## config.mk

```make
export PLATFORM = sky130hd
export DESIGN_NAME = hdc_seq_ctrl
export DESIGN_NICKNAME = d
export VERILOG_FILES = /design/src/rtl/hdc_pkg.sv /design/src/rtl/hdc_char_mux.sv /design/src/rtl/hdc_seq_ctrl.sv
export SDC_FILE = /design/constraint.sdc
export NUM_CORES = 2
export LEC_CHECK = 0
export ABC_AREA = 1
export BUFFER_PORTS_ARGS = -buffer_cell sky130_fd_sc_hd__buf_2
export CORE_MARGIN = 8
export CORE_UTILIZATION = 30
export DETAILED_ROUTE_END_ITERATION = 6
export GPL_ROUTABILITY_DRIVEN = 0
export PLACE_DENSITY_LB_ADDON = 0.3
export RECOVER_POWER = 25
export SYNTH_ARGS = -nofsm -noshare
export SYNTH_HDL_FRONTEND = slang
export SYNTH_SLANG_ARGS = --single-unit
export TNS_END_PERCENT = 1
```

## constraint.sdc

```tcl
create_clock -name clk -period 45.4 [get_ports clk]
set_input_delay 4.54 -clock clk [delete_from_list [all_inputs] [get_ports clk]]
set_output_delay 4.54 -clock clk [all_outputs]
set_load 0.01 [all_outputs]
```

## src/rtl/hdc_pkg.sv

```systemverilog
// hdc_pkg: FSM state encoding, size defaults and label encoding shared by the HDC sequencer.
package hdc_pkg;
   typedef enum logic [1:0] {IDLE, FEED, CMP, FIN} state_t;
   localparam int MAX_LENGTH_DEF = 160;
   localparam int CHAR_W_DEF = 7;
   localparam int LEN_W_DEF = 8;
   localparam logic LABEL_HAM = 1'b0;
   localparam logic LABEL_SPAM = 1'b1;
endpackage

```

## src/rtl/hdc_char_mux.sv

```systemverilog
// hdc_char_mux: picks character idx out of the latched packed message.
module hdc_char_mux
   import hdc_pkg::*;
#(
   parameter int MAX_LENGTH = MAX_LENGTH_DEF,
   parameter int CHAR_W = CHAR_W_DEF,
   parameter int LEN_W = LEN_W_DEF
) (
   input  logic [MAX_LENGTH*CHAR_W-1:0] msg,
   input  logic [LEN_W-1:0]             idx,
   output logic [CHAR_W-1:0]            ch
);
   always_comb begin
      ch = '0;
      for (int i = 0; i < MAX_LENGTH; i++)
         if (idx == LEN_W'(i)) ch = msg[i*CHAR_W +: CHAR_W];
   end
endmodule

```

## src/rtl/hdc_seq_ctrl.sv

```systemverilog
// hdc_seq_ctrl: feeds a latched message to the HDC encoder one character at a time, then runs the HAM/SPAM compare.
// Optional CMP watchdog enabled by defining HDC_SEQ_TIMEOUT_EN.
module hdc_seq_ctrl
   import hdc_pkg::*;
#(
   parameter int MAX_LENGTH = MAX_LENGTH_DEF,
   parameter int CHAR_W = CHAR_W_DEF,
   parameter int LEN_W = LEN_W_DEF,
   parameter int CMP_TIMEOUT = 1023
) (
   input  logic                         clk,
   input  logic                         reset,
   input  logic                         start,
   input  logic [MAX_LENGTH*CHAR_W-1:0] msg_data,
   input  logic [LEN_W-1:0]             msg_len,
   output logic                         busy,
   output logic                         char_valid,
   input  logic                         enc_ready,
   output logic [CHAR_W-1:0]            char_out,
   output logic [LEN_W-1:0]             char_idx,
   output logic                         char_first,
   output logic                         char_last,
   output logic                         cmp_start,
   input  logic                         cmp_done,
   input  logic                         cmp_is_spam,
   output logic                         done,
   output logic                         label,
   output logic                         err
);
   state_t state, state_nx;
   logic [MAX_LENGTH*CHAR_W-1:0] msg_q;
   logic [LEN_W-1:0] len_q, idx;
   logic [CHAR_W-1:0] ch;
   logic len_ok, at_last, hs, timeout;

   hdc_char_mux #(.MAX_LENGTH(MAX_LENGTH), .CHAR_W(CHAR_W), .LEN_W(LEN_W)) u_mux (
      .msg(msg_q),
      .idx(idx),
      .ch (ch)
   );

   assign len_ok = (len_q != '0) && (32'(len_q) <= MAX_LENGTH);
   assign at_last = idx == len_q - LEN_W'(1);
   assign hs = char_valid && enc_ready;

   always_comb begin
      state_nx = state;
      busy = state != IDLE;
      char_valid = state == FEED && len_ok;
      char_out = char_valid ? ch : '0;
      char_idx = char_valid ? idx : '0;
      char_first = char_valid && idx == '0;
      char_last = char_valid && at_last;
      done = state == FIN;
      case (state)
         IDLE:    state_nx = start ? FEED : IDLE;
         FEED:    state_nx = !len_ok ? FIN : (hs && at_last) ? CMP : FEED;
         CMP:     state_nx = (cmp_done || timeout) ? FIN : CMP;
         default: state_nx = IDLE;
      endcase
   end

   always_ff @(posedge clk or posedge reset) begin
      if (reset) begin
         state <= IDLE;
         msg_q <= '0;
         len_q <= '0;
         idx <= '0;
         cmp_start <= 1'b0;
         label <= LABEL_HAM;
         err <= 1'b0;
      end else begin
         state <= state_nx;
         cmp_start <= state == FEED && state_nx == CMP;
         if (state == IDLE && start) begin
            msg_q <= msg_data;
            len_q <= msg_len;
            idx <= '0;
            label <= LABEL_HAM;
            err <= 1'b0;
         end
         // idx parks on the last character so it can never run past msg_len
         if (hs && !at_last) idx <= idx + LEN_W'(1);
         if (state == FEED && !len_ok) begin
            err <= 1'b1;
            label <= LABEL_HAM;
         end
         if (state == CMP && cmp_done) label <= cmp_is_spam ? LABEL_SPAM : LABEL_HAM;
         else if (state == CMP && timeout) begin
            err <= 1'b1;
            label <= LABEL_HAM;
         end
      end
   end

`ifdef HDC_SEQ_TIMEOUT_EN
   localparam int TO_W = $clog2(CMP_TIMEOUT + 1);
   logic [TO_W-1:0] cmp_cnt;

   always_ff @(posedge clk or posedge reset) begin
      if (reset) cmp_cnt <= '0;
      else cmp_cnt <= (state == CMP) ? cmp_cnt + TO_W'(1) : '0;
   end

   assign timeout = state == CMP && cmp_cnt == TO_W'(CMP_TIMEOUT);
`else
   // no watchdog: constant-false for any legal CMP_TIMEOUT
   assign timeout = CMP_TIMEOUT < 0;
`endif
endmodule

```

==> run_results.csv <==
group,metric,value,unit
die,dieArea,209000,um2
die,die_h,458,um
drt,wl_per_cell,21.4,um
synthesis,synthTopCellsByArea,"dfrtp_1, nand2_1, o21ai_0, inv_1, clkbuf_1",
global_route,grt_first_pass_wirelength,379,mm
finish,final_common_cell,"nand2_1",
synthesis,muxShareOfSynthArea,0,%
synthesis,synthDistinctLibCells,36,
finish,final_net_count,10651,
finish,stdcell_area,71400,um2
power,p_comb_share,37.1,%
clock_network,ctsResizeCount,0,
finish,final_util,36.7,%
placement,dp_hpwl,199,mm
synthesis,ys.flop_type,"dfrtp_1",
synthesis,synth-adder-area-share,0.107,%
synthesis,yosys.area_share.simple,30.2,%
power,power.switching,1910,uW
synthesis,syn-cell-area,58500,um2
drt,vias,57821,
outcome,violations,"design-rule violations, max-capacitance violations, max-slew violations",
clock_network,clkSlewWorstSetupHoldPaths,60,ps
clock_network,hold_buffers,0,
power,p_leak,0.0385,uW
power,peakVddDrop,37.7,uV
synthesis,synth-compound-area-share,9.79,%
finish,drive_gt1_share,16.4,%
finish,area.growth.synth_to_final,22.0,%
drt,firstDrtPassIters,7,
drt,avgViaCountPerCell,4.74,
synthesis,ys_async_sr_fraction,100,%
sta,fmax,0.0493,GHz
global_route,overflow,0,
die,io-pin-count,1157,
sta,report.final.hold_viol_count,0,
power,p_per_area,64.6,nW/um2
flow_run,drv_cap,10,
setup_path,arrival,19140,ps
sta,fin_skew,23.7,ps
sta,setup_viol,0,
outcome,status,"finished with violations",
synthesis,synth_top_area_share,48.8,%
clock_network,clock_path_buffers,3,
clock_network,post-cts-setup-buffers,0,
synthesis,synth-edff-count,0,
power,internal_power,2700,uW
hold_path,holdCritPathClass,"flop to flop",
sta,fin_crit,20270,ps
setup_path,crit_path_max_fanout,156,
sta,period_share,44.6,%
synthesis,yosysSeqAreaShare,48.8,%
synthesis,synth.largest_area_cell,"dfrtp_1",
synthesis,ys_warn_count,0,
global_route,antenna_found_initial,55,
setup_path,start_kind,"primary input",
setup_path,path_class,"primary input to async pin",
clock_network,cts.sink_count,1141,
power,power_frac_seq,37.9,%
die,rows,162,
setup_path,cp-end-kind,"async pin",
synthesis,synth_nets,9685,
sta,report.final.slew_viol_count,938,
sta,whs,469,ps
die,dieWidth,458,um
clock_network,htreeDepth,4,
clock_network,numCtsBuffers,136,
synthesis,synth-seq-cells,1141,
power,p_sw_share,41.5,%
placement,placed_area,66700,um2
placement,port_buffers,1156,
drt,routed_wl,262,mm
sta,rsz0062_at_grt,"no",
sta,worst_pin_slew,8040,ps
sta,relSlewSlack,-436,%
drt,ant_nets,0,
global_route,grt_pass1_vias,57920,
drt,drtIter0Drc,5458,
sta,fin_tns_setup,0,ps
clock_network,clock_latency,790,ps
global_route,grtUsageTotal,23.9,%
drt,drc,2,
finish,final_cell_mix,"nand2_1, inv_1, buf_2, dfrtp_1, o21ai_0",
synthesis,syn_avg_cell_area,6.85,um2
synthesis,synth_xor_area_share,0.195,%
synthesis,netlist_instances,8546,
power,finalPower,4610,uW
die,core_area,194000,um2
setup_path,critPathRequiredTime,44270,ps
clock_network,cts_tree,"yes",
global_route,grt_max_degree,239,
power,clockPowerShare,24.9,%
synthesis,synth_top_family_by_area,"simple AND/OR/NAND/NOR gates",
die,initial_core_util,30.1,%
clock_network,root_buffer,"clkbuf_16",
-- routing by layer --
metal / up-vias / GRT usage (%) / wire length [um]
met5: - / 0 / 101
met1: 27477 / 29.4 / 104000
met4: 16 / 12.4 / 13500
li1: 27570 / - / -
met2: 2249 / 40.4 / 128000
met3: 509 / 4.13 / 15800
-- critical path: stages --
cell and delay [ps]:
buf_2 100, clkinvlp_2 2960, clkbuf_1 5140, clkbuf_1 5980
-- path summary, 6_finish.rpt --
kind                             from          end  slack [ps]  depth (start not counted)
setup / recovery                reset   msg_q[304]       25130                          4
hold / removal             msg_q[309]   msg_q[309]         470                          2
setup reg to reg             state[1]   msg_q[624]       33780                          8
hold reg to reg            msg_q[309]   msg_q[309]         470                          2
max in group clk               idx[2]  char_out[1]       26240                        153
min in group asynchronous       reset   msg_q[839]        5430                          2
-- cells by family after synthesis --
family | count (synthesis)
buffers and inverters | 1687
AOI/OAI and AO/OA | 1140
xor gates and xnor gates | 13
DFF | 1141
adders and majority gates | 5
and+or+nand+nor | 4560
-- cells in the mapped netlist (2+ instances only) --
library cell / n
buf_1: 17
buf_2: 6
nand3_1: 198
o21bai_1: 2
clkbuf_1: 371
o21ai_1: 14
nor3_1: 6
nor2_4: 7
dfrtp_1: 1141
nand2_1: 4151
inv_4: 2
a21oi_1: 102
nand3b_1: 4
clkinv_1: 2
o22ai_1: 3
or2_1: 3
inv_1: 1271
ha_1: 5
buf_4: 3
xor2_1: 9
nor2_1: 99
or2_2: 68
nor2_2: 12
o21ai_0: 1013
nand2_2: 6
nor3_2: 2
o211ai_1: 3
inv_2: 14
nand2_4: 2
xnor2_1: 4
-- per-stage QoR --
step | setup slack (ps) | std cells
floorplan | 8730 | 8546
detailed placement | 26790 | 11916
global placement | 26850 | 11914
finish | 25130 | 12207
global route | 21930 | 12200
CTS | 25860 | 12160
-- state kept, by name, indices dropped and copies added, names as in the netlist --
register,flops
msg_q,1120
label,1
cmp_start,1
err,1
idx,8
state,2
len_q,8
-- power groups by stage --
stage | sequential, uW | combinational (uW) | clock (uW)
detailed placement | 1750 | 1710 | 0
floorplan | 1680 | 1120 | 0
CTS | 1740 | 1730 | 1170
finish | 1750 | 1710 | 1150
global placement | 1750 | 1690 | 0
global route | 1790 | 1960 | 1210
-- cell type report --
cell class / instances / area, um2
fillers: 20853 / 123000
flip-flops and latches: 1141 / 28600
multi-input cells: 5718 / 23700
repair buffers: 1226 / 6340
inverters: 1289 / 4850
clock buffers: 175 / 3800
well taps: 2542 / 3180
clock inverters: 69 / 850
diodes: 47 / 118
(Power assumes the default switching activity.)
